## config.mk

```make
export PLATFORM = sky130hd
export DESIGN_NAME = mpf_svc_vtp_tag_tracker
export DESIGN_NICKNAME = d
export VERILOG_FILES = /design/src/rtl/mpf_svc_vtp_tag_tracker.sv
export SDC_FILE = /design/constraint.sdc
export NUM_CORES = 2
export LEC_CHECK = 0
export ABC_AREA = 1
export CORE_MARGIN = 8
export CORE_UTILIZATION = 59
export CTS_CLUSTER_SIZE = 8
export DETAILED_ROUTE_END_ITERATION = 7
export GPL_ROUTABILITY_DRIVEN = 0
export HOLD_SLACK_MARGIN = 0.05
export PLACE_DENSITY_LB_ADDON = 0.3
export SLEW_MARGIN = 20
export SYNTH_ARGS = -nofsm -noshare
export SYNTH_HDL_FRONTEND = slang
export SYNTH_SLANG_ARGS = --single-unit
```

## constraint.sdc

```tcl
create_clock -name clk -period 6.9 [get_ports clk]
set_input_delay 1.035 -clock clk [delete_from_list [all_inputs] [get_ports clk]]
set_output_delay 1.035 -clock clk [all_outputs]
set_load 0.005 [all_outputs]
```

## src/rtl/mpf_svc_vtp_tag_tracker.sv

```systemverilog
// Tag tracker between a VTP shim channel and the translation service.
// Allocates tags, issues virtual lookups in order and returns completions out of order by tag.
module mpf_svc_vtp_tag_tracker #(
    parameter int unsigned N_TAGS = 16,
    parameter int unsigned ADDR_W = 42,
    localparam int unsigned TAG_W = $clog2(N_TAGS)
) (
    input  logic              clk,
    input  logic              reset_n,

    input  logic              req_en,
    input  logic [ADDR_W-1:0] req_addr,
    input  logic              req_addr_is_virtual,
    input  logic              req_is_speculative,
    input  logic              req_is_ordered,
    output logic              not_full,
    output logic [TAG_W-1:0]  req_idx,

    output logic              svc_req_valid,
    input  logic              svc_req_ready,
    output logic [ADDR_W-1:0] svc_req_addr,
    output logic [TAG_W-1:0]  svc_req_tag,
    output logic              svc_req_is_speculative,

    input  logic              svc_rsp_valid,
    input  logic [TAG_W-1:0]  svc_rsp_tag,
    input  logic [ADDR_W-1:0] svc_rsp_addr,
    input  logic              svc_rsp_error,

    output logic              rsp_valid,
    output logic [TAG_W-1:0]  rsp_idx,
    output logic [ADDR_W-1:0] rsp_addr,
    output logic              rsp_addr_is_virtual,
    output logic              rsp_error,
    input  logic              rsp_deq_en
);

    localparam int unsigned PTR_W = TAG_W + 1;

    logic [N_TAGS-1:0] free_q;
    logic [N_TAGS-1:0] at_svc_q;

    // Per-tag table: holds the request address until completion overwrites it with the result
    logic [ADDR_W-1:0] addr_q [N_TAGS];
    logic [N_TAGS-1:0] virt_q;
    logic [N_TAGS-1:0] spec_q;
    logic [N_TAGS-1:0] err_q;

    logic [TAG_W-1:0]  iss_q [N_TAGS];
    logic [PTR_W-1:0]  iss_wr_q, iss_rd_q;
    logic [TAG_W-1:0]  cmp_q [N_TAGS];
    logic [PTR_W-1:0]  cmp_wr_q, cmp_rd_q;

    logic             any_free, all_free, accept, deq, rsp_in;
    logic             iss_empty, head_virt, svc_fire, phys_pop, iss_pop, cmp_push;
    logic [TAG_W-1:0] iss_head, cmp_tag;

    // Lowest-numbered free tag
    always_comb begin
        req_idx = '0;
        for (int i = N_TAGS - 1; i >= 0; i--) begin
            if (free_q[i]) req_idx = TAG_W'(i);
        end
    end

    always_comb begin
        any_free  = |free_q;
        all_free  = &free_q;
        not_full  = reset_n && any_free && (!req_is_ordered || all_free);
        accept    = req_en && not_full;
        rsp_in    = svc_rsp_valid && reset_n;

        iss_empty = (iss_wr_q == iss_rd_q);
        iss_head  = iss_q[iss_rd_q[TAG_W-1:0]];
        head_virt = virt_q[iss_head];

        svc_req_valid          = !iss_empty && head_virt;
        svc_req_tag            = iss_head;
        svc_req_addr           = addr_q[iss_head];
        svc_req_is_speculative = spec_q[iss_head];
        svc_fire               = svc_req_valid && svc_req_ready;

        // A physical head yields the completion slot to a service response
        phys_pop = !iss_empty && !head_virt && !rsp_in;
        iss_pop  = svc_fire || phys_pop;
        cmp_push = rsp_in || phys_pop;
        cmp_tag  = rsp_in ? svc_rsp_tag : iss_head;

        rsp_valid           = (cmp_wr_q != cmp_rd_q);
        rsp_idx             = cmp_q[cmp_rd_q[TAG_W-1:0]];
        rsp_addr            = addr_q[rsp_idx];
        rsp_addr_is_virtual = virt_q[rsp_idx];
        rsp_error           = err_q[rsp_idx];
        deq                 = rsp_deq_en && rsp_valid;
    end

    // Free vector, FIFO pointers and service-occupancy tracking
    always_ff @(posedge clk) begin
        if (!reset_n) begin
            free_q   <= '1;
            at_svc_q <= '0;
            iss_wr_q <= '0;
            iss_rd_q <= '0;
            cmp_wr_q <= '0;
            cmp_rd_q <= '0;
        end else begin
            if (accept)   free_q[req_idx]       <= 1'b0;
            if (deq)      free_q[rsp_idx]       <= 1'b1;
            if (svc_fire) at_svc_q[svc_req_tag] <= 1'b1;
            if (rsp_in)   at_svc_q[svc_rsp_tag] <= 1'b0;
            if (accept)   iss_wr_q <= iss_wr_q + PTR_W'(1);
            if (iss_pop)  iss_rd_q <= iss_rd_q + PTR_W'(1);
            if (cmp_push) cmp_wr_q <= cmp_wr_q + PTR_W'(1);
            if (deq)      cmp_rd_q <= cmp_rd_q + PTR_W'(1);
        end
    end

    // Storage arrays; entries are only read once their FIFO pointers cover them
    always_ff @(posedge clk) begin
        if (accept) begin
            addr_q[req_idx]              <= req_addr;
            virt_q[req_idx]              <= req_addr_is_virtual;
            spec_q[req_idx]              <= req_is_speculative;
            err_q[req_idx]               <= 1'b0;
            iss_q[iss_wr_q[TAG_W-1:0]]   <= req_idx;
        end
        if (rsp_in) begin
            if (svc_rsp_error) begin
                err_q[svc_rsp_tag] <= 1'b1;
            end else begin
                addr_q[svc_rsp_tag] <= svc_rsp_addr;
                virt_q[svc_rsp_tag] <= 1'b0;
            end
        end
        if (cmp_push) cmp_q[cmp_wr_q[TAG_W-1:0]] <= cmp_tag;
    end

    // Protocol checks
    always_ff @(posedge clk) begin
        if (reset_n) begin
            assert (!(req_en && !not_full))
                else $fatal(1, "req_en asserted while not_full is low");
            assert (!(rsp_deq_en && !rsp_valid))
                else $fatal(1, "rsp_deq_en asserted while rsp_valid is low");
            assert (!(svc_rsp_valid && !at_svc_q[svc_rsp_tag]))
                else $fatal(1, "svc_rsp_tag %0d is not outstanding at the service", svc_rsp_tag);
        end
    end

endmodule

```

==> summary.md <==
| Metric | Value |
|---|---|
| Ports | `200` |
| Die Wd | `303 um` |
| Mapped cell area | `48600 um2` |
| Area Growth Syn to Fin | `11.6%` |
| Bufs and invs on worst path | `4` |
| PD cells | `443 nW/um2` |
| Routed WL per cell | `24.7 um` |
| Setup Fix Bufs, Post-CTS | `0` |
| H-tree Lvls | `4` |
| Number of buffers created by CTS | `130` |
| Max Buffers Root-to-Sink | `3` |
| CTS tree | `yes` |
| Synth Instances | `5744` |
| CP max stage cell | `buf_4` |
| Synth area leaders | `edfxtp_1 50%, o21ai_0 14%, nand2_1 12%, dfxtp_1 3.1%, inv_1 3.1%` |
| Post-cts sizing count | `0` |
| Slowest stage delay, CP | `890 ps` |
| Number of cells on the critical path | `12` |
| Count of port buffers added during placement | `199` |
| Synth Register Bits | `892` |
| Minimum clock period after layout | `6090 ps` |
| Dominant synthesized flop cell | `edfxtp_1` |
| Sw Share | `43.4%` |
| Internal power | `13600 uW` |
| First-pass GRT wire length | `246000 um` |
| CP arrival | `5060 ps` |
| Flop pwr share | `25.9%` |
| Yosys warns | `0` |
| Synth top area share | `50.4%` |
| Crit path launch type | `flip-flop` |
| Syn_nets | `5852` |
| Final setup fails | `0` |
| P_sw | `10400 uW` |
| Slew margin rel. | `12.2%` |
| Number of max-cap violations | `0` |
| Critical path data required time | `5860 ps` |
| Post-synth EDFFs | `816` |
| Netlist cell types | `44` |
| Share of cells above drive strength 1 | `5.08%` |
| Num rows | `105` |
| Max VDD drop | `0.490 mV` |
| Hold_buf cts | `0` |
| Largest net degree at the start of global routing | `135` |
| Worst min path class | `reg -> reg` |
| Total die area | `91900 um2` |
| Top-count cell post-synth | `nand2_1` |
| Clock Power Share | `24.4%` |
| Reg2Reg Depth | `17` |
| Cell breakdown of the critical path | `buf_4 > nand2_1 > nand3_1 > nand3_2 > nand3_4 > buf_4 > buf_4 > a21oi_1 > o221ai_1 > o311ai_1 > nand2_1 > clkdlybuf4s50_1` |
| Final hold vios | `0` |
| Hold Path Stages | `2` |
| RSZ-0062 raised after global routing | `no` |
| Final wirelength | `166000 um` |
| Antenna violations before repair | `8` |
| Antenna-violating nets left | `0` |
| Setup TNS | `0 ps` |
| Area leader, netlist | `edfxtp_1` |
| GRT overflow | `0` |
| Vias in the first global route | `42000` |
| Lkg Pwr | `0.0213 uW` |
| DRT iter0 DRCs | `6818` |
| CP Max Fanout | `54` |
| Fin crit share | `88.3%` |
| Core area | `81800 um2` |
| Die H | `303 um` |
| Dpl ws | `1680 ps` |
| Total GRT Usage | `35.2%` |
| Clock skew | `29.8 ps` |
| Pre-Repair DR Iteration Count | `7` |
| Crit path setup slack, layout | `808 ps` |
| Fmax | `164 MHz` |
| Critical path's most frequent cell | `buf_4` |
| Clock sink total | `892` |
| Register area share after synthesis | `53.5%` |
| Starting Density | `59.4%` |
| Via density | `6.58` |
| Combinational power share | `49.7%` |
| Status | `completed` |
| Slew @ Worst Pin | `1310 ps` |
| Ys async rst share | `0%` |
| Post-Syn Area per Cell | `8.47 um2` |
| Fin nets | `5709` |
| Fillers | `6360` |
| Kind of critical path | `reg -> out` |
| Synth cell count leaders | `1491 x nand2_1, 1364 x o21ai_0, 816 x edfxtp_1, 402 x inv_1, 306 x clkbuf_1` |
| Clk_lat worst skew | `720 ps` |
| Root Buffer Master | `clkbuf_16` |
| Placed wire-length estimate | `87200 um` |
| DR DRC count | `0` |
| Worst Setup End Kind | `primary output` |
| Crit path max-delay family | `buffers and inverters` |
| Max-slew violation count | `0` |
| Via count | `44300` |
| Clock slew at reported path FFs | `50 ps` |
-- metal layers --
| metal | GRT usage (%) | up-vias | share of wire, % |
|---|---|---|---|
| met1 | 44.3 | 20000 | 34 |
| met5 | 0 | - | 0.017 |
| met2 | 54.3 | 3680 | 43 |
| met4 | 21.7 | 6 | 7.2 |
| li1 | - | 19700 | - |
| met3 | 9.17 | 910 | 16 |
-- sequential cells by signal, indices dropped and copies added, names as in the netlist, named ones only --
| register | flops |
|---|---|
| iss_wr_q | 5 |
| spec_q | 16 |
| iss_q | 64 |
| err_q | 16 |
| virt_q | 16 |
| addr_q | 672 |
| iss_rd_q | 5 |
| free_q | 16 |
| cmp_q | 64 |
| cmp_wr_q | 5 |
| cmp_rd_q | 5 |
-- worst reg2reg max path, stage by stage, from the launching register on --
cell and delay (ps):
dfxtp_1 710, inv_4 270, nand2_2 110, nand3_1 80
nand3_1 170, nand3_4 200, nand2_8 480, buf_12 540
nand2_1 120, nand3_1 90, nand3_1 90, nand3_1 250
nand2_1 140, inv_2 110, nand2_4 70, nand2_2 200
nand2_2 140, nor2_1 340
-- cells in the final DEF, fill, tap and decap left out, drive strengths merged --
cell type | Yosys | final
nand4 | 58 | 58
clkdlybuf4s50 | 0 | 199
a22oi | 8 | 8
a211oi | 84 | 84
ha | 10 | 10
a2111o | 1 | 1
nand2 | 1501 | 1501
o31ai | 15 | 15
inv | 410 | 417
xnor2 | 5 | 5
o32ai | 1 | 1
nor2 | 237 | 237
o311ai | 84 | 84
diode | 0 | 6
nor4 | 2 | 2
o41ai | 1 | 1
clkbuf | 306 | 166
o221ai | 93 | 93
o21ai | 1437 | 1437
xor2 | 6 | 6
clkinv | 1 | 6
nand3 | 82 | 82
nor3 | 11 | 11
a21oi | 215 | 215
o22ai | 16 | 16
buf | 243 | 75
and2 | 1 | 1
o2111ai | 1 | 1
o211ai | 16 | 16
mux2i | 7 | 7
dfxtp | 76 | 76
edfxtp | 816 | 816
bufinv | 0 | 1
-- power groups by stage --
stage | registers [uW] | logic, uW | clock network (uW)
3_5_place_dp | 6320 | 11500 | 0
5_1_grt | 6240 | 12600 | 6060
6_report | 6220 | 12000 | 5870
3_3_place_gp | 6310 | 11300 | 0
4_1_cts | 6220 | 11500 | 5840
2_1_floorplan | 6260 | 6450 | 0
-- worst paths after layout --
kind              from          endpoint  slack (ps)
max          flip-flop  svc_req_addr[12]         810
min          err_q[15]         err_q[15]         460
min reg2reg  err_q[15]         err_q[15]         460
max reg2reg  flip-flop      cmp_q[11][2]        2460
-- cell families after synthesis --
family	share of synthesized area, %
AO/OA/AOI/OAI	22.4
AND/OR/NAND/NOR	15.3
buffers and inverters	8.12
flip-flops	53.5
XOR/XNOR	0.198
adder cells (fa/ha/maj)	0.257
multiplexers	0.144
-- final cells by class --
| type | count | area, um2 | area share, % |
|---|---|---|---|
| diodes | 6 | 15.0 | 0.0277 |
| multi-input cells | 3892 | 19000 | 34.9 |
| repair buffers | 274 | 2730 | 5.04 |
| inverters | 411 | 1560 | 2.87 |
| clock buffers | 166 | 3470 | 6.40 |
| clock inverters | 13 | 169 | 0.311 |
| well taps | 1070 | 1340 | 2.47 |
| flip-flops and latches | 892 | 26000 | 47.9 |
-- metrics by stage --
step | area [um2] | instances | power [uW] | hold slack [ps] | utilization (%)
floorplan | 48600 | 5744 | 12700 | 429 | -
global placement | 50600 | 6539 | 17600 | 438 | 61.8
detailed placement | 50600 | 6539 | 17800 | 444 | 61.8
CTS | 54300 | 6718 | 23600 | 457 | 66.3
global route | 54300 | 6721 | 24900 | 480 | 66.3
finish | 54300 | 6724 | 24000 | 462 | 66.3
(Power assumes the default switching activity.)
